File: src/rtl/ddr3_bank_cmd_scheduler_if.sv
// Request handshake between the user front end and the DDR3 bank command scheduler.
// The scheduler drives req_ready combinationally; everything else comes from the requester.
interface ddr3_bank_cmd_scheduler_if #(
    parameter int BA_W  = 3,
    parameter int ROW_W = 15,
    parameter int COL_W = 10
);
    logic             req_valid;
    logic             req_ready;
    logic             req_write;
    logic             req_ap;
    logic [BA_W-1:0]  req_bank;
    logic [ROW_W-1:0] req_row;
    logic [COL_W-1:0] req_col;

    modport master (
        output req_valid, req_write, req_ap, req_bank, req_row, req_col,
        input  req_ready
    );

    modport slave (
        input  req_valid, req_write, req_ap, req_bank, req_row, req_col,
        output req_ready
    );
endinterface

File: src/rtl/ddr3_bank_cmd_scheduler.sv
// Multi-bank DDR3 command scheduler: per-bank open-row tracking, per-bank spacing timers
// and periodic refresh preceded by precharge-all of any open banks.
//
// state        | meaning
// S_INIT       | waiting for init/ZQ sequencer; NOP, refresh counter held at 0
// S_IDLE       | serving requests (ACT / RD / WR / PRE) or starting a refresh
// S_PREA_WAIT  | PREA issued, waiting out tRP before REF
// S_REF        | issuing REF
// S_REF_WAIT   | waiting out tRFC, then back to S_IDLE
module ddr3_bank_cmd_scheduler #(
    parameter int NUM_BANKS = 8,
    parameter int BA_W      = 3,
    parameter int ROW_W     = 15,
    parameter int COL_W     = 10,
    parameter int T_RCD     = 5,
    parameter int T_RP      = 5,
    parameter int T_AP      = 12,
    parameter int T_RFC     = 10,
    parameter int T_REFI    = 780
) (
    input  logic                     CLK,
    input  logic                     RESET,
    input  logic                     init_done,
    ddr3_bank_cmd_scheduler_if.slave req,
    output logic                     CS,
    output logic                     RAS,
    output logic                     CAS,
    output logic                     WE,
    output logic [ROW_W-1:0]         Addr_out,
    output logic [BA_W-1:0]          BA_out,
    output logic [NUM_BANKS-1:0]     bank_open,
    output logic                     ref_busy,
    output logic                     ref_late
);

    localparam logic [2:0] S_INIT      = 3'd0;
    localparam logic [2:0] S_IDLE      = 3'd1;
    localparam logic [2:0] S_PREA_WAIT = 3'd2;
    localparam logic [2:0] S_REF       = 3'd3;
    localparam logic [2:0] S_REF_WAIT  = 3'd4;

    localparam logic [3:0] CMD_NOP = 4'b0111;
    localparam logic [3:0] CMD_ACT = 4'b0011;
    localparam logic [3:0] CMD_RD  = 4'b0101;
    localparam logic [3:0] CMD_WR  = 4'b0100;
    localparam logic [3:0] CMD_PRE = 4'b0010;
    localparam logic [3:0] CMD_REF = 4'b0001;

    localparam int BT_MAX_A = (T_RCD > T_RP) ? T_RCD : T_RP;
    localparam int BT_MAX   = (BT_MAX_A > T_AP) ? BT_MAX_A : T_AP;
    localparam int BT_W     = $clog2(BT_MAX + 1);
    localparam int GT_MAX   = (T_RP > T_RFC) ? T_RP : T_RFC;
    localparam int GT_W     = $clog2(GT_MAX + 1);
    localparam int RC_W     = $clog2(T_REFI + 1);

    logic [2:0]            state, state_d;
    logic [3:0]            cmd_q, cmd_d;
    logic [ROW_W-1:0]      addr_d;
    logic [BA_W-1:0]       ba_d;
    logic [NUM_BANKS-1:0]  bank_open_d;
    logic [BT_W-1:0]       bank_timer [NUM_BANKS];
    logic [ROW_W-1:0]      open_row   [NUM_BANKS];
    logic [GT_W-1:0]       gtimer;
    logic [RC_W-1:0]       ref_cnt;
    logic                  ref_pending;

    logic                  bt_load;
    logic [BT_W-1:0]       bt_val;
    logic                  row_load;
    logic                  gt_load;
    logic [GT_W-1:0]       gt_val;
    logic                  ref_clear;
    logic                  ready;
    logic                  all_idle;
    logic                  ref_wrap;
    logic                  ref_req;
    logic                  gt_done;
    logic [BA_W-1:0]       cur_bank;

    assign cur_bank = req.req_bank;
    assign {CS, RAS, CAS, WE} = cmd_q;
    assign req.req_ready = ready;
    assign ref_busy = (state == S_PREA_WAIT) || (state == S_REF) || (state == S_REF_WAIT);

    // A wrap counts as pending in its own cycle so a simultaneous request loses to refresh.
    assign ref_wrap = (state != S_INIT) && (ref_cnt == RC_W'(T_REFI - 1));
    assign ref_req  = ref_pending || ref_wrap;

    // Leave the wait state as the timer hits 0, so the next decision lands exactly T later.
    assign gt_done  = (gtimer <= GT_W'(1));

    always_comb begin
        all_idle = 1'b1;
        for (int i = 0; i < NUM_BANKS; i++) begin
            if (bank_timer[i] != '0) all_idle = 1'b0;
        end
    end

    always_comb begin
        state_d     = state;
        cmd_d       = CMD_NOP;
        addr_d      = '0;
        ba_d        = '0;
        bank_open_d = bank_open;
        bt_load     = 1'b0;
        bt_val      = '0;
        row_load    = 1'b0;
        gt_load     = 1'b0;
        gt_val      = '0;
        ref_clear   = 1'b0;
        ready       = 1'b0;

        case (state)
            S_INIT: begin
                if (init_done) state_d = S_IDLE;
            end

            S_IDLE: begin
                if (ref_req) begin
                    if (all_idle) begin
                        if (bank_open != '0) begin
                            cmd_d       = CMD_PRE;
                            addr_d[10]  = 1'b1;
                            bank_open_d = '0;
                            gt_load     = 1'b1;
                            gt_val      = GT_W'(T_RP - 1);
                            state_d     = (T_RP == 1) ? S_REF : S_PREA_WAIT;
                        end else begin
                            state_d = S_REF;
                        end
                    end
                end else if (req.req_valid && (bank_timer[cur_bank] == '0)) begin
                    ba_d = cur_bank;
                    if (!bank_open[cur_bank]) begin
                        cmd_d                 = CMD_ACT;
                        addr_d                = req.req_row;
                        bank_open_d[cur_bank] = 1'b1;
                        row_load              = 1'b1;
                        bt_load               = 1'b1;
                        bt_val                = BT_W'(T_RCD - 1);
                    end else if (open_row[cur_bank] == req.req_row) begin
                        cmd_d                = req.req_write ? CMD_WR : CMD_RD;
                        addr_d[COL_W-1:0]    = req.req_col;
                        addr_d[10]           = req.req_ap;
                        addr_d[12]           = 1'b1;
                        ready                = 1'b1;
                        if (req.req_ap) begin
                            bank_open_d[cur_bank] = 1'b0;
                            bt_load               = 1'b1;
                            bt_val                = BT_W'(T_AP - 1);
                        end
                    end else begin
                        cmd_d                 = CMD_PRE;
                        bank_open_d[cur_bank] = 1'b0;
                        bt_load               = 1'b1;
                        bt_val                = BT_W'(T_RP - 1);
                    end
                end
            end

            S_PREA_WAIT: begin
                if (gt_done) state_d = S_REF;
            end

            S_REF: begin
                cmd_d     = CMD_REF;
                ref_clear = 1'b1;
                gt_load   = 1'b1;
                gt_val    = GT_W'(T_RFC - 1);
                state_d   = (T_RFC == 1) ? S_IDLE : S_REF_WAIT;
            end

            S_REF_WAIT: begin
                if (gt_done) state_d = S_IDLE;
            end

            default: state_d = S_INIT;
        endcase
    end

    always_ff @(posedge CLK or negedge RESET) begin
        if (!RESET) begin
            state       <= S_INIT;
            cmd_q       <= CMD_NOP;
            Addr_out    <= '0;
            BA_out      <= '0;
            bank_open   <= '0;
            gtimer      <= '0;
            ref_cnt     <= '0;
            ref_pending <= 1'b0;
            ref_late    <= 1'b0;
            for (int i = 0; i < NUM_BANKS; i++) begin
                bank_timer[i] <= '0;
                open_row[i]   <= '0;
            end
        end else begin
            state     <= state_d;
            cmd_q     <= cmd_d;
            Addr_out  <= addr_d;
            BA_out    <= ba_d;
            bank_open <= bank_open_d;

            for (int i = 0; i < NUM_BANKS; i++) begin
                if (bt_load && (cur_bank == BA_W'(i))) begin
                    bank_timer[i] <= bt_val;
                end else if (bank_timer[i] != '0) begin
                    bank_timer[i] <= bank_timer[i] - BT_W'(1);
                end
            end

            if (row_load) open_row[cur_bank] <= req.req_row;

            if (gt_load) begin
                gtimer <= gt_val;
            end else if (gtimer != '0) begin
                gtimer <= gtimer - GT_W'(1);
            end

            if (state == S_INIT || ref_wrap) begin
                ref_cnt <= '0;
            end else begin
                ref_cnt <= ref_cnt + RC_W'(1);
            end

            if (ref_wrap) begin
                ref_pending <= 1'b1;
            end else if (ref_clear) begin
                ref_pending <= 1'b0;
            end

            if (ref_wrap && ref_pending) ref_late <= 1'b1;
        end
    end

endmodule

File: src/flat_wrapper.sv
// flat-port wrapper written by rule: the top's interface ports become plain ports
module ddr3_bank_cmd_scheduler_flat 
#(
    parameter int NUM_BANKS = 8,
    parameter int BA_W      = 3,
    parameter int ROW_W     = 15,
    parameter int COL_W     = 10,
    parameter int T_RCD     = 5,
    parameter int T_RP      = 5,
    parameter int T_AP      = 12,
    parameter int T_RFC     = 10,
    parameter int T_REFI    = 780
)
  (CLK, RESET, init_done, CS, RAS, CAS, WE, Addr_out, BA_out, bank_open, ref_busy, ref_late, req_req_valid, req_req_write, req_req_ap, req_req_bank, req_req_row, req_req_col, req_req_ready);
  ddr3_bank_cmd_scheduler_if #(.BA_W(BA_W), .ROW_W(ROW_W), .COL_W(COL_W)) req_i ();
  input  logic CLK;
  input  logic RESET;
  input  logic init_done;
  output logic CS;
  output logic RAS;
  output logic CAS;
  output logic WE;
  output logic [ROW_W-1:0] Addr_out;
  output logic [BA_W-1:0] BA_out;
  output logic [NUM_BANKS-1:0] bank_open;
  output logic ref_busy;
  output logic ref_late;
  input wire logic [$bits(req_i.req_valid)-1:0] req_req_valid;
  input wire logic [$bits(req_i.req_write)-1:0] req_req_write;
  input wire logic [$bits(req_i.req_ap)-1:0] req_req_ap;
  input wire logic [$bits(req_i.req_bank)-1:0] req_req_bank;
  input wire logic [$bits(req_i.req_row)-1:0] req_req_row;
  input wire logic [$bits(req_i.req_col)-1:0] req_req_col;
  output wire logic [$bits(req_i.req_ready)-1:0] req_req_ready;
  assign req_i.req_valid = req_req_valid;
  assign req_i.req_write = req_req_write;
  assign req_i.req_ap = req_req_ap;
  assign req_i.req_bank = req_req_bank;
  assign req_i.req_row = req_req_row;
  assign req_i.req_col = req_req_col;
  assign req_req_ready = req_i.req_ready;
  ddr3_bank_cmd_scheduler #(.NUM_BANKS(NUM_BANKS), .BA_W(BA_W), .ROW_W(ROW_W), .COL_W(COL_W), .T_RCD(T_RCD), .T_RP(T_RP), .T_AP(T_AP), .T_RFC(T_RFC), .T_REFI(T_REFI)) u_core (.CLK(CLK), .RESET(RESET), .init_done(init_done), .req(req_i), .CS(CS), .RAS(RAS), .CAS(CAS), .WE(WE), .Addr_out(Addr_out), .BA_out(BA_out), .bank_open(bank_open), .ref_busy(ref_busy), .ref_late(ref_late));
endmodule
File: config.mk
export PLATFORM = sky130hd
export DESIGN_NAME = ddr3_bank_cmd_scheduler_flat
export DESIGN_NICKNAME = d
export VERILOG_FILES = /design/src/rtl/ddr3_bank_cmd_scheduler_if.sv /design/src/rtl/ddr3_bank_cmd_scheduler.sv /design/src/flat_wrapper.sv
export SDC_FILE = /design/constraint.sdc
export NUM_CORES = 1
export LEC_CHECK = 0
export ABC_AREA = 1
export CORE_ASPECT_RATIO = 0.7
export CORE_MARGIN = 2
export CORE_UTILIZATION = 37
export DETAILED_ROUTE_END_ITERATION = 6
export SLEW_MARGIN = 20
export SYNTH_ARGS = -nofsm -noshare
export SYNTH_HDL_FRONTEND = slang
export SYNTH_SLANG_ARGS = --single-unit
File: constraint.sdc
create_clock -name CLK -period 2.88 [get_ports CLK]
set_clock_uncertainty 0.15 [all_clocks]
set_input_delay 0.288 -clock CLK [delete_from_list [all_inputs] [get_ports CLK]]
set_output_delay 0.288 -clock CLK [all_outputs]
set_load 0.005 [all_outputs]
==> out/summary.txt, run 1 <==
status - finished, final reports clean
fmax - 364 MHz
EDFF count, synth - 0
met2 usage - 31.9%
Leakage - 6.36 nW
drt pass-1 iters - 5
Antenna Nets Post-Route - 0
kind of critical path - in2out
Syn Area/Cell - 7.76 sq um
Port Buffers - 65
PwrDens - 779 nW/um^2
crit-path max FO - 8
Clk Latency, worst-skew pair - 0.44 ns
grt ovf - 0
Vias/cell - 4.93
worst slack, placed - -0.396 ns
drt initial violations - 777
RSZ-0062 raised after global routing - false
Post-Synthesis Cells - 1,344
Synth top area share - 47.3%
met3 Use GR - 4.24%
Power Internal - 0.00661 W
max-cap violations - 0
Net Sw Frac - 33.7%
ys async rst share - 100%
area leader, netlist - dfrtp_1
root buffer cell - clkbuf_16
Clock power frac - 26.8%
Ports - 67
Synth cell types - 48
Post-Syn Nets - 1,398
die width - 205 um
top cells by area, synth - dfrtp_1 (47%), nand2_1 (19%), o21ai_0 (7.0%), nand3_1 (4.6%), inv_1 (3.3%)
Slew headroom - 60.8%
H-tree depth - 4
Min-Delay Path Class - in2reg
Final Setup Violations - 0
Overall Power - 0.00996 W
wire per inst - 16.0 um
area growth from synthesis to layout - 22.7%
# fillers - 2,737
die height - 144 um
Sequential Power Share - 42.8%
Clock Tree Buf Depth - 2
GRT Util Overall - 21.2%
first-pass GRT wire length - 48.0 mm
post-synthesis sequential area ratio - 48.0%
Core Region - 27,800 sq um
DP Wirelength - 20.7 mm
share of cells above drive strength 1 - 11.3%
initial antenna violation count - 0
clk sink count - 200
Arr. time, crit path - 2.31 ns
combinational share of power - 30.4%
largest net degree at the start of global routing - 67
Reg clk slew, reported paths - 0.07 ns
row count - 51
flops & latches, synth - 200
Vias - 9,111
Tcrit/Tclk final - 95.4%
CTS tree - built
Final Hold Viols - 0
Worst EP required - 2.44 ns
top_reg_cell synth - dfrtp_1
Net Switching - 0.00336 W
Starting Density - 37.6%
Synth Cell Area - 10,400 sq um
gr busiest metal - met2
met1 usage - 31.3%
Die ar. - 29,600 sq um
final core utilization - 46.1%
CTS Buf Count - 17
fin worst setup slack - 0.132 ns
Max Slew Vio Count - 0
vias in the first global route - 8,666
Tightest Pin Transition - 0.583 ns
synth warn - 0
WL final - 29.5 mm
Critical Path End Type - output port
gpl congestion - 0.870
Tmin final - 2.75 ns
Nets - 1,516
CP startpoint kind - input port
DRC - 0
peak supply drop - 0.433 mV
-- path summary, 6_finish.rpt --
path                                       from             endpoint  slack [ns]  cells past startpoint
setup / recovery                req_req_bank[1]        req_req_ready        0.13                     17
hold / removal                   req_req_col[8]   u_core.Addr_out[8]        0.25                      3
setup reg to reg           u_core.bank_timer[4]     u_core.gtimer[0]        0.32                     11
hold reg to reg               u_core.ref_cnt[0]    u_core.ref_cnt[0]        0.31                      1
max in group asynchronous                 RESET      u_core.cmd_q[0]        1.61                      3
min in group asynchronous                 RESET  u_core.open_row[68]        0.27                      2
-- power groups by stage --
stage               sequential, W  clock [W]  combinational (W)
floorplan                 0.00414          0            0.00215
global placement          0.00429          0            0.00292
detailed placement        0.00428          0            0.00300
CTS                       0.00425    0.00271            0.00302
global route              0.00437    0.00282            0.00354
finish                    0.00427    0.00267            0.00303
-- per-layer routing --
layer  up-vias  share of wire, %  wire length [um]
met5         -                 0                 0
li1       4553                 -                 -
met1      4300                50             14800
met4         0              0.94               277
met3        23               6.4              1890
met2       235                42             12600
-- cell families after synthesis --
family / Yosys count / synth area share (%)
other: 1 / 0.0360
AOI/OAI and AO/OA: 197 / 10.4
adders and majority gates: 20 / 2.40
buffers and inverters: 156 / 7.18
DFF: 200 / 48.0
and+or+nand+nor: 754 / 30.6
xor gates and xnor gates: 16 / 1.34
-- cell usage after synthesis (all sizes together), types with 2 or more instances --
library cell	number
nand2	524
dfrtp	197
o21ai	164
inv	97
nand3	97
nor2	89
buf	48
nand4	24
ha	20
a21oi	14
xor2	13
clkbuf	10
nor3b	8
o211ai	8
nor3	7
dfstp	3
nor4	3
o22ai	3
xnor2	3
o21a	2
-- through the flow --
| stage | instance area, sq um | setup TNS (ns) | hold slack, ns | cells |
|---|---|---|---|---|
| after global placement | 12100 | -12.78 | 0.188 | 1810 |
| after floorplan | 10400 | 0 | -0.158 | 1344 |
| after CTS | 12700 | 0 | 0.236 | 1844 |
| final | 12800 | 0 | 0.253 | 1847 |
| after detailed placement | 12100 | -24.75 | 0.188 | 1810 |
| after global routing | 12800 | 0 | 0.254 | 1846 |
-- worst max-delay path, stage by stage --
cell and delay (ns):
dlygate4sd2_1 0.26, buf_12 0.15, nand2_4 0.06, inv_2 0.10, buf_4 0.17, nand2_1 0.06, nand4_1 0.13, nand3_1 0.09
nand2_1 0.05, nor2_1 0.12, nand2_1 0.10, nor2_4 0.16, nand2_2 0.08, clkinv_2 0.07, nand2_4 0.06, nor2_8 0.11
dlygate4sd2_1 0.24
-- repair_timing --
item                       4_1_cts  5_1_grt
setup buffers                    1        2
pin swaps                        4        4
hold buffers                     1        0
hold endpoints to repair        62        0
gates resized for setup          6       13
setup endpoints to repair        1       46
-- registers in the layout, summed over array words and instances, names as in the netlist --
register            flops
u_core.ref_late         1
u_core.open_row       120
u_core.bank_timer      32
u_core.state            3
u_core.cmd_q            3
u_core.gtimer           4
u_core.bank_open        8
u_core.Addr_out        15
u_core.ref_cnt         10
u_core.BA_out           3
u_core.ref_pending      1
-- layout make-up --
class	count	area, sq um	share of cell area [%]
clock buffer	25	475	3.72
antenna	1	2.50	0.0196
tap	371	464	3.63
timing repair buffer	157	1570	12.3
sequential	200	5010	39.1
inverter	98	379	2.96
multi-input combinational	988	4730	36.9
clock inverter	7	168	1.31
-- placed cells by master, fill, tap and decap left out, types with 3 or more instances in the layout --
cell / netlist / final
xnor2_1: 3 / 3
clkdlybuf4s50_1: 0 / 60
buf_12: 1 / 18
ha_1: 20 / 20
o21ai_1: 9 / 9
clkbuf_1: 10 / 6
xor2_1: 13 / 13
dfrtp_1: 197 / 197
dfstp_2: 3 / 3
nand3_1: 96 / 96
nor3_1: 7 / 5
inv_1: 91 / 91
o21ai_0: 146 / 145
nand2_2: 2 / 6
inv_2: 3 / 3
nand4_1: 23 / 23
clkbuf_8: 0 / 3
nor2_4: 2 / 4
nor2_2: 3 / 3
o21ai_2: 8 / 9
nor2_8: 3 / 3
clkbuf_16: 0 / 17
o211ai_1: 8 / 8
nand2_1: 519 / 515
nor3b_1: 8 / 8
o22ai_1: 3 / 3
nor2_1: 81 / 79
a21oi_1: 14 / 13
nand2_4: 3 / 3
bufinv_16: 0 / 5
buf_4: 7 / 72
No activity file was read; power rests on OpenSTA's default activity.
==> run 2, diff against run 1 <==
--- a/config.mk
+++ b/config.mk
@@ -8,8 +8,9 @@
 export ABC_AREA = 1
 export CORE_ASPECT_RATIO = 0.7
 export CORE_MARGIN = 2
-export CORE_UTILIZATION = 37
+export CORE_UTILIZATION = 51
 export DETAILED_ROUTE_END_ITERATION = 6
+export PLACE_DENSITY = 0.7
 export SLEW_MARGIN = 20
 export SYNTH_ARGS = -nofsm -noshare
 export SYNTH_HDL_FRONTEND = slang
==> run 2 against run 1 <==
Compared with the run above: critical path depth is 7 lower; final cell count is 5.2% lower; first-iteration DRC count is 23% higher; clock power is 7% lower; routed wire length is 2.2% lower; sequential power hardly changed; die area is 27% lower; worst setup slack better by 0.055 ns; power is 1.4% lower; via count is 3.3% higher; critical endpoint unchanged; largest power group unchanged; highest routed layer unchanged.
==> out/summary.txt, run 2 (synthesized netlist as in run 1, its figures left out) <==
status - finished, final reports clean (unchanged)
combinational share of power - 31.2% (was 30.4%)
commonest non-fill, non-tap cell in the layout - nand2_1 (unchanged)
Die ar. - 21,600 sq um (was 29,600 sq um)
area of the multi-input gates - 4730 sq um (about the same)
die width - 175 um (was 205 um)
Overall Power - 0.00982 W (was 0.00996 W)
Final Setup Violations - 0 (unchanged)
Critical Path End Type - output port (unchanged)
Nets - 1,522 (was 1,516)
Net Switching - 0.00357 W (was 0.00336 W)
fmax - 371 MHz (was 364 MHz)
r2r setup slk - 0.22 ns (was 0.32 ns)
Tmin final - 2.69 ns (was 2.75 ns)
GRT Util Overall - 28.1% (was 21.2%)
first-pass GRT wire length - 46.9 mm (was 48.0 mm)
Clock power frac - 25.3% (was 26.8%)
Tightest Pin Transition - 0.584 ns (was 0.583 ns)
Antenna Nets Post-Route - 0 (unchanged)
vias in the first global route - 8,834 (was 8,666)
CTS Buf Count - 17 (unchanged)
Final Hold Viols - 0 (unchanged)
R2R Path Start - u_core.bank_timer[20] (was u_core.bank_timer[4])
peak supply drop - 0.446 mV (was 0.433 mV)
root buffer cell - clkbuf_16 (unchanged)
initial antenna violation count - 0 (unchanged)
die height - 124 um (was 144 um)
Tcrit/Tclk final - 93.5% (was 95.4%)
gpl congestion - 0.869 (was 0.870)
DP Wirelength - 19.7 mm (was 20.7 mm)
kind of critical path - reg2out (was in2out)
H-tree depth - 4 (unchanged)
CP startpoint kind - flip-flop (was input port)
RSZ-0062 raised after global routing - false (unchanged)
Slew headroom - 61.1% (was 60.8%)
clk sink count - 200 (unchanged)
PwrDens - 776 nW/um^2 (was 779 nW/um^2)
Core Region - 19,900 sq um (was 27,800 sq um)
Power Internal - 0.00626 W (was 0.00661 W)
WL final - 28.9 mm (was 29.5 mm)
flip-flop and latch area - 5010 sq um (unchanged)
Vias/cell - 5.38 (was 4.93)
top flop regs - u_core.open_row x120, u_core.bank_timer x32, u_core.Addr_out x15 (unchanged)
Largest Register - u_core.open_row (unchanged)
Vias - 9,413 (was 9,111)
DRC - 0 (unchanged)
Hold Slack - 0.238 ns (was 0.253 ns)
# fillers - 1,687 (was 2,737)
crit-path max FO - 3 (was 8)
Clk Latency, worst-skew pair - 0.45 ns (was 0.44 ns)
share of cells above drive strength 1 - 11.7% (was 11.3%)
Leakage - 6.36 nW (about the same)
wire per inst - 16.5 um (was 16.0 um)
row count - 43 (was 51)
drt pass-1 iters - 7 (was 5)
Ports - 67 (unchanged)
Port Buffers - 65 (unchanged)
Min-Delay Path Class - in2async (was in2reg)
max reg flops - 120 (unchanged)
most frequent cells in the layout - nand2_1 (516), dfrtp_1 (197), o21ai_0 (144), nand3_1 (96), inv_1 (91) (was nand2_1 (515), dfrtp_1 (197), o21ai_0 (145), nand3_1 (96), inv_1 (91))
worst r2r dst - u_core.open_row[25] (was u_core.gtimer[0])
Worst EP required - 2.44 ns (about the same)
Max Slew Vio Count - 0 (unchanged)
Clock Tree Buf Depth - 2 (unchanged)
Arr. time, crit path - 2.25 ns (was 2.31 ns)
max-cap violations - 0 (unchanged)
Sequential Power Share - 43.5% (was 42.8%)
area growth from synthesis to layout - 21.5% (was 22.7%)
Net Sw Frac - 36.3% (was 33.7%)
worst r2r path cells - 13 (was 11)
largest net degree at the start of global routing - 68 (was 67)
grt ovf - 0 (unchanged)
total negative setup slack - 0 ns (unchanged)
CTS tree - built (unchanged)
Starting Density - 52.4% (was 37.6%)
# diodes - 0 (was 1)
drt initial violations - 952 (was 777)
Reg clk slew, reported paths - 0.08 ns (was 0.07 ns)
## run 2: through the flow
stage	util (%)	setup slack, ns	cells	cell area (sq um)
final	63.6	0.188	1751	12700
after global routing	63.6	0.0254	1751	12700
after CTS	63.5	0.00242	1750	12600
after detailed placement	59.9	-0.427	1709	11900
after global placement	59.9	-0.365	1709	11900
after floorplan	-	0.611	1344	10400
## run 2: metal layers
metal / wire length [um] / vias to the layer above / GRT usage, %
met5: 0 / - / 0
met4: 437 / 0 / 8.33
met1: 14200 / 4495 / 42.3
li1: - / 4576 / -
met2: 12200 / 312 / 41.3
met3: 2000 / 30 / 5.68
## run 2: what timing repair did
| action | CTS | global route |
|---|---|---|
| buffers inserted | 5 | 0 |
| pin swaps | 3 | 6 |
| hold buffers | 1 | 0 |
| resized for setup | 12 | 8 |
| endpoints found under the setup margin | 1 | 2 |
| cloned | 3 | 1 |
| endpoints found under the hold margin | 63 | 0 |
## run 2: how the worst max path moves through the flow
stage                                      to                  start
after floorplan                 req_req_ready        req_req_bank[0]
after global placement          req_req_ready        req_req_bank[1]
after detailed placement        req_req_ready        req_req_bank[1]
after CTS                       req_req_ready      u_core.ref_cnt[0]
after global routing      u_core.open_row[25]   u_core.bank_timer[5]
final                           req_req_ready  u_core.bank_timer[20]
## run 2: layout make-up
class	instances	share of cell area, %
clock buffer	18	3.39
inverter	98	3.01
tap	270	2.67
timing repair buffer	160	12.6
multi-input combinational	991	37.3
clock inverter	14	1.42
sequential	200	39.5
## run 2: worst max-delay path, stage by stage (launching register included)
cell and delay [ns]:
dfrtp_1 0.40, nor3_1 0.26, nand2_1 0.16, a21oi_1 0.14, nand4_1 0.08, o21ai_1 0.13, nand2_1 0.13, nor2_2 0.18
inv_4 0.07, nor2_8 0.11, clkbuf_2 0.12
## run 2: power by group through the flow
stage	clock, W	combinational, W	sequential (W)
final	0.00249	0.00306	0.00428
after global routing	0.00264	0.00356	0.00438
after CTS	0.00252	0.00305	0.00426
after detailed placement	0	0.00300	0.00428
after global placement	0	0.00290	0.00428
after floorplan	0	0.00215	0.00414
==> run 3, diff against run 2 <==
--- a/config.mk
+++ b/config.mk
@@ -7,9 +7,10 @@
 export LEC_CHECK = 0
 export ABC_AREA = 1
 export CORE_ASPECT_RATIO = 0.7
-export CORE_MARGIN = 2
+export CORE_MARGIN = 4
 export CORE_UTILIZATION = 51
 export DETAILED_ROUTE_END_ITERATION = 6
+export GPL_TIMING_DRIVEN = 0
 export PLACE_DENSITY = 0.7
 export SLEW_MARGIN = 20
 export SYNTH_ARGS = -nofsm -noshare
==> run 3 against run 2 <==
Compared with the run above: global-route usage increased by 0.29 points; first-iteration DRC count up 20%; critical path depth increased by 7; register-to-register slack lost 0.04 ns; power fell by 0.97%; routed wire length is 11% higher; worst setup slack lost 0.16 ns; combinational power shrank 2%; critical path type is now in2out; worst hold slack worse by 0.022 ns; highest routed layer unchanged; die area is 5.6% higher.
==> out/summary.txt, run 3 (synthesized netlist as in run 1, its figures left out) <==
Final Hold Viols - 0 (unchanged)
Arr. time, crit path - 2.42 ns (was 2.25 ns)
area of the multi-input gates - 4780 sq um (was 4730 sq um)
Leakage - 6.07 nW (was 6.36 nW)
Clock Tree Buf Depth - 2 (unchanged)
total negative setup slack - 0 ns (unchanged)
drt initial violations - 1,145 (was 952)
initial antenna violation count - 1 (was 0)
die height - 128 um (was 124 um)
Largest Register - u_core.open_row (unchanged)
Critical Path End Type - output port (unchanged)
gpl congestion - 0.929 (was 0.869)
Max Slew Vio Count - 0 (unchanged)
clk sink count - 200 (unchanged)
max-cap violations - 0 (unchanged)
Finished Cell Area - 12,300 sq um (was 12,700 sq um)
fin cells - 1,722 (was 1,751)
Top Family by Delay on Critical Path - simple AND/OR/NAND/NOR gates (unchanged)
Tmin final - 2.86 ns (was 2.69 ns)
Clk Latency, worst-skew pair - 0.45 ns (about the same)
peak supply drop - 0.442 mV (was 0.446 mV)
Ports - 67 (unchanged)
# fillers - 1,793 (was 1,687)
max reg flops - 120 (unchanged)
first-pass GRT wire length - 49.5 mm (was 46.9 mm)
worst r2r path cells - 13 (unchanged)
CP Launch Point - req_req_bank[0] (was u_core.bank_timer[20])
Hold Slack - 0.216 ns (was 0.238 ns)
PwrDens - 793 nW/um^2 (was 776 nW/um^2)
flip-flop and latch area - 5010 sq um (unchanged)
status - finished, final reports clean (unchanged)
Antenna Nets Post-Route - 0 (unchanged)
CP bufs+invs - 5 (was 2)
Nets - 1,493 (was 1,522)
row count - 43 (unchanged)
RSZ-0062 raised after global routing - true (was false)
final core utilization - 61.5% (was 63.6%)
die width - 179 um (was 175 um)
Vias/cell - 5.57 (was 5.38)
R2R Path Start - u_core.ref_cnt[0] (was u_core.bank_timer[20])
Min-Delay Path Class - in2async (unchanged)
most frequent cells in the layout - nand2_1 (511), dfrtp_1 (197), o21ai_0 (141), nand3_1 (96), inv_1 (90) (was nand2_1 (516), dfrtp_1 (197), o21ai_0 (144), nand3_1 (96), inv_1 (91))
commonest non-fill, non-tap cell in the layout - nand2_1 (unchanged)
H-tree depth - 4 (unchanged)
Tcrit/Tclk final - 99.2% (was 93.5%)
Slew headroom - 54.7% (was 61.1%)
r2r setup slk - 0.18 ns (was 0.22 ns)
Final Setup Violations - 0 (unchanged)
CTS tree - built (unchanged)
Worst EP required - 2.44 ns (about the same)
DRC - 0 (unchanged)
GRT Util Overall - 28.4% (was 28.1%)
CP most frequent cell - nand2_1 (unchanged)
critical path endpoint - req_req_ready (unchanged)
largest net degree at the start of global routing - 82 (was 68)
CTS Buf Count - 17 (unchanged)
CP cell instances - buf_6 > inv_6 > nand2_1 > nor2_1 > nor2_1 > nand2_1 > nand3_1 > nand2_1 > nor2_1 > nand2_1 > nor2_4 > nand2_2 > clkinv_4 > nand2_8 > nor2_8 > buf_12 > buf_6 (was nor3_1 > nand2_1 > a21oi_1 > nand4_1 > o21ai_1 > nand2_1 > nor2_2 > inv_4 > nor2_8 > clkbuf_2)
CP startpoint kind - input port (was flip-flop)
DP Wirelength - 22.1 mm (was 19.7 mm)
CP Depth - 17 (was 10)
placed cells - 1,677 (was 1,709)
# diodes - 0 (unchanged)
crit-path max FO - 7 (was 3)
Core Region - 20,000 sq um (was 19,900 sq um)
root buffer cell - clkbuf_16 (unchanged)
Slowest cell on crit path - nand2_1 (was dfrtp_1)
placed instance area - 11,400 sq um (was 11,900 sq um)
area growth from synthesis to layout - 17.7% (was 21.5%)
drt pass-1 iters - 6 (was 7)
worst r2r dst - u_core.Addr_out[12] (was u_core.open_row[25])
Reg clk slew, reported paths - 0.08 ns (about the same)
grt ovf - 0 (unchanged)
top flop regs - u_core.open_row x120, u_core.bank_timer x32, u_core.Addr_out x15 (unchanged)
Tightest Pin Transition - 0.674 ns (was 0.584 ns)
Worst path max stage delay - 0.39 ns (was 0.40 ns)
vias in the first global route - 8,664 (was 8,834)
kind of critical path - in2out (was reg2out)
share of cells above drive strength 1 - 10.6% (was 11.7%)
Vias - 9,587 (was 9,413)
fmax - 350 MHz (was 371 MHz)
Die ar. - 22,800 sq um (was 21,600 sq um)
WL final - 32.0 mm (was 28.9 mm)
Port Buffers - 61 (was 65)
Starting Density - 52.2% (was 52.4%)
wire per inst - 18.6 um (was 16.5 um)
## run 3: worst min-delay path by stage
stage | startpoint | to | cells past startpoint
2_1_floorplan | RESET | u_core.Addr_out[0] | 0
3_3_place_gp | u_core.ref_cnt[0] | u_core.ref_cnt[0] | 1
3_5_place_dp | RESET | u_core.open_row[49] | 1
4_1_cts | req_req_ap | u_core.Addr_out[10] | 3
5_1_grt | req_req_col[8] | u_core.Addr_out[8] | 3
6_report | RESET | u_core.open_row[49] | 2
## run 3: worst reg2reg max path: stages, from the launching register on
cell     delay, ns
dfrtp_1       0.39
ha_2          0.21
inv_1         0.07
nor4_4        0.30
nand2_1       0.14
nand2_2       0.11
inv_1         0.09
nand2_4       0.10
nor2_4        0.06
inv_6         0.11
nor2_8        0.07
inv_1         0.21
buf_2         0.36
o22ai_1       0.18
## run 3: cell type report
class                      instances  share of cell area [%]
sequential                       200                    40.8
multi-input combinational        988                    38.9
timing repair buffer              76                    6.29
clock buffer                      17                    3.47
inverter                          98                    3.17
buffer                            58                    3.16
tap                              270                    2.75
clock inverter                    15                    1.44
## run 3: power by group
part / internal, W / switching (W) / leakage (nW) / total (W)
sequential: 0.00367 / 0.000614 / 2.59 / 0.00429
clock: 0.00118 / 0.00127 / 0.286 / 0.00245
combinational: 0.00126 / 0.00173 / 3.19 / 0.00299
total: 0.00611 / 0.00362 / 6.07 / 0.00973
## run 3: metal layers
layer  vias up  track usage (%)  share of wire (%)  routed length (um)
met5         -                0                  0                   0
met1      4563             44.6                 47               14900
met2       447             38.5                 41               13000
li1       4513                -                  -                   -
met4         0             8.21                2.3                 730
met3        64             7.34                 10                3290
## run 3: what timing repair did
action | CTS | global route
buffers inserted | 5 | 7
endpoints found under the setup margin | 2 | 49
gates resized for setup | 30 | 16
pin swaps | 7 | 17
hold buffers | 1 | 0
hold endpoints to repair | 60 | 0
## run 3: per-stage QoR
step	setup slack, ns	total power, W
final	0.0233	0.00973
after global routing	-0.0484	0.0104
after CTS	0.0204	0.00967
after detailed placement	-0.645	0.00716
after global placement	-7.28	0.00704
after floorplan	0.611	0.00628
==> variant, RTL diff (config.mk and constraints of run 1) <==
Take the reset off `Addr_out` and load it in a clocked block of its own.
--- a/src/rtl/ddr3_bank_cmd_scheduler.sv
+++ b/src/rtl/ddr3_bank_cmd_scheduler.sv
@@ -182,7 +182,6 @@
         if (!RESET) begin
             state       <= S_INIT;
             cmd_q       <= CMD_NOP;
-            Addr_out    <= '0;
             BA_out      <= '0;
             bank_open   <= '0;
             gtimer      <= '0;
@@ -196,7 +195,6 @@
         end else begin
             state     <= state_d;
             cmd_q     <= cmd_d;
-            Addr_out  <= addr_d;
             BA_out    <= ba_d;
             bank_open <= bank_open_d;
 
@@ -232,5 +230,9 @@
         end
     end
 
+    always_ff @(posedge CLK) begin
+        Addr_out <= addr_d;
+    end
+
 endmodule
 
Function: differs if RESET is asserted again (counterexample within 4 cycles, from zero or initial values and one cycle with RESET low); with RESET held inactive, the same outputs for 4 cycles.
==> variant against run 1 <==
- critical path depth fell by 1
- total power rose by 0.47%
- sequential cell count did not move
- synthesized area fell by 1.2%
- final cell count rose by 3.0%
- synthesized cell count rose by 3.8%
- setup slack improved by 68 ps
- first-iteration DRC count rose by 8.8%
- design area rose by 0.23%
- wire length rose by 1.5%
- critical path type unchanged
- critical endpoint unchanged
- largest power group unchanged
==> variant: results (changes against run 1) <==
status: finished clean (unchanged)
Met1 Wirelength: 15.0 mm (was 14.8 mm)
met1 Use GR: 32.5% (was 31.3%)
leak pwr: 6.29 nW (was 6.36 nW)
synth cell count leaders: nand2_1 (521), dfrtp_1 (182), o21ai_0 (158), inv_1 (114), nor2_1 (110) (was nand2_1 (519), dfrtp_1 (197), o21ai_0 (146), nand3_1 (96), inv_1 (91))
GP Congestion: 0.853 (was 0.870)
GRT Total Usage: 21.5% (was 21.2%)
Net Sw Power: 0.00354 W (was 0.00336 W)
Mapped Cells: 1,395 (was 1,344)
CTS resizes: 12 (was 6)
via count: 9,415 (was 9,111)
fraction of layout cells with a size suffix above 1: 10.6% (was 11.3%)
ranking of synthesized cells by area: dfrtp_1 (44%), nand2_1 (19%), o21ai_0 (7.7%), nand3_1 (4.3%), inv_1 (4.2%) (was dfrtp_1 (47%), nand2_1 (19%), o21ai_0 (7.0%), nand3_1 (4.6%), inv_1 (3.3%))
H-tree levels: 4 (unchanged)
CP max FO: 6 (was 8)
Post-Layout Cell Count: 1,903 (was 1,847)
number of global-route vias before repair: 8,662 (was 8,666)
Slew @ Worst Pin: 565 ps (was 583 ps)
register area: 4930 um^2 (was 5010 um^2)
met3 WL post-DR: 2.03 mm (was 1.89 mm)
met3 usage: 3.67% (was 4.24%)
Starting DRT DRC Count: 845 (was 777)
CP arrival: 2240 ps (was 2310 ps)
worst reg2reg path startpoint: u_core.bank_timer[20] (was u_core.bank_timer[4])
largest net degree at the start of global routing: 66 (was 67)
DR WL met2: 12.6 mm (about the same)
Fill cells: 2,706 (was 2,737)
reg2reg end: u_core.open_row[39] (was u_core.gtimer[0])
synth unique cells: 44 (was 48)
Clock Power: 0.00255 W (was 0.00267 W)
sequential fraction of the synthesis area: 47.9% (was 48.0%)
CP max stage delay: 290 ps (was 260 ps)
Post-DP Area: 12,100 um^2 (about the same)
GR Util met2: 31.9% (about the same)
HPWL Detailed: 20.5 mm (was 20.7 mm)
==> variant: changes by cell type after synthesis, moves of 9 or more <==
| cell | before | now |
|---|---|---|
| dfrtp_1 | 197 | 182 |
| nand4_1 | 23 | 14 |
| dfxtp_1 | 0 | 15 |
| buf_2 | 30 | 13 |
| clkbuf_1 | 10 | 31 |
| inv_1 | 91 | 114 |
| nor2_1 | 81 | 110 |
| o21ai_0 | 146 | 158 |
==> variant: kinds of logic (layout without fill, tap and decap cells) <==
family	count (synthesis)	after routing	share of synthesized area, %
AND/OR/NAND/NOR	771	771	30.6
AO/OA/AOI/OAI	214	214	10.9
flip-flops	200	200	47.9
buffers and inverters	174	311	6.82
adder cells (fa/ha/maj)	20	20	2.43
XOR/XNOR	15	15	1.27
other	1	1	0.0364
==> variant: area by class of cell <==
cell class	instances	area share (%)
Inverter	119	3.50
Multi-Input combinational cell	1021	36.9
Clock buffer	19	3.45
Timing Repair Buffer	160	12.8
Sequential cell	200	38.5
Clock inverter	13	1.31
Tap cell	371	3.62
==> variant: worst register-to-register path, cell delays in order (launching register included) <==
cell,delay [ps]
dfrtp_1,410
nor3_2,250
nand2_2,120
a21oi_1,140
o2111ai_1,100
o21ai_1,110
nand2_1,90
nor2_2,120
nand2_2,90
buf_4,180
nor2_4,210
nand2_1,140
buf_12,200
nand2_1,90
o21ai_0,100
==> variant: stage by stage <==
stage / hold WS (ps) / setup slack, ps / TNS (ps)
6_report: 252 / 200 / 0
2_1_floorplan: -158 / 586 / 0
4_1_cts: 231 / 48.4 / 0
5_1_grt: 257 / -12.5 / -12.5
3_5_place_dp: 185 / -590 / -63830
3_3_place_gp: 188 / -549 / -49910
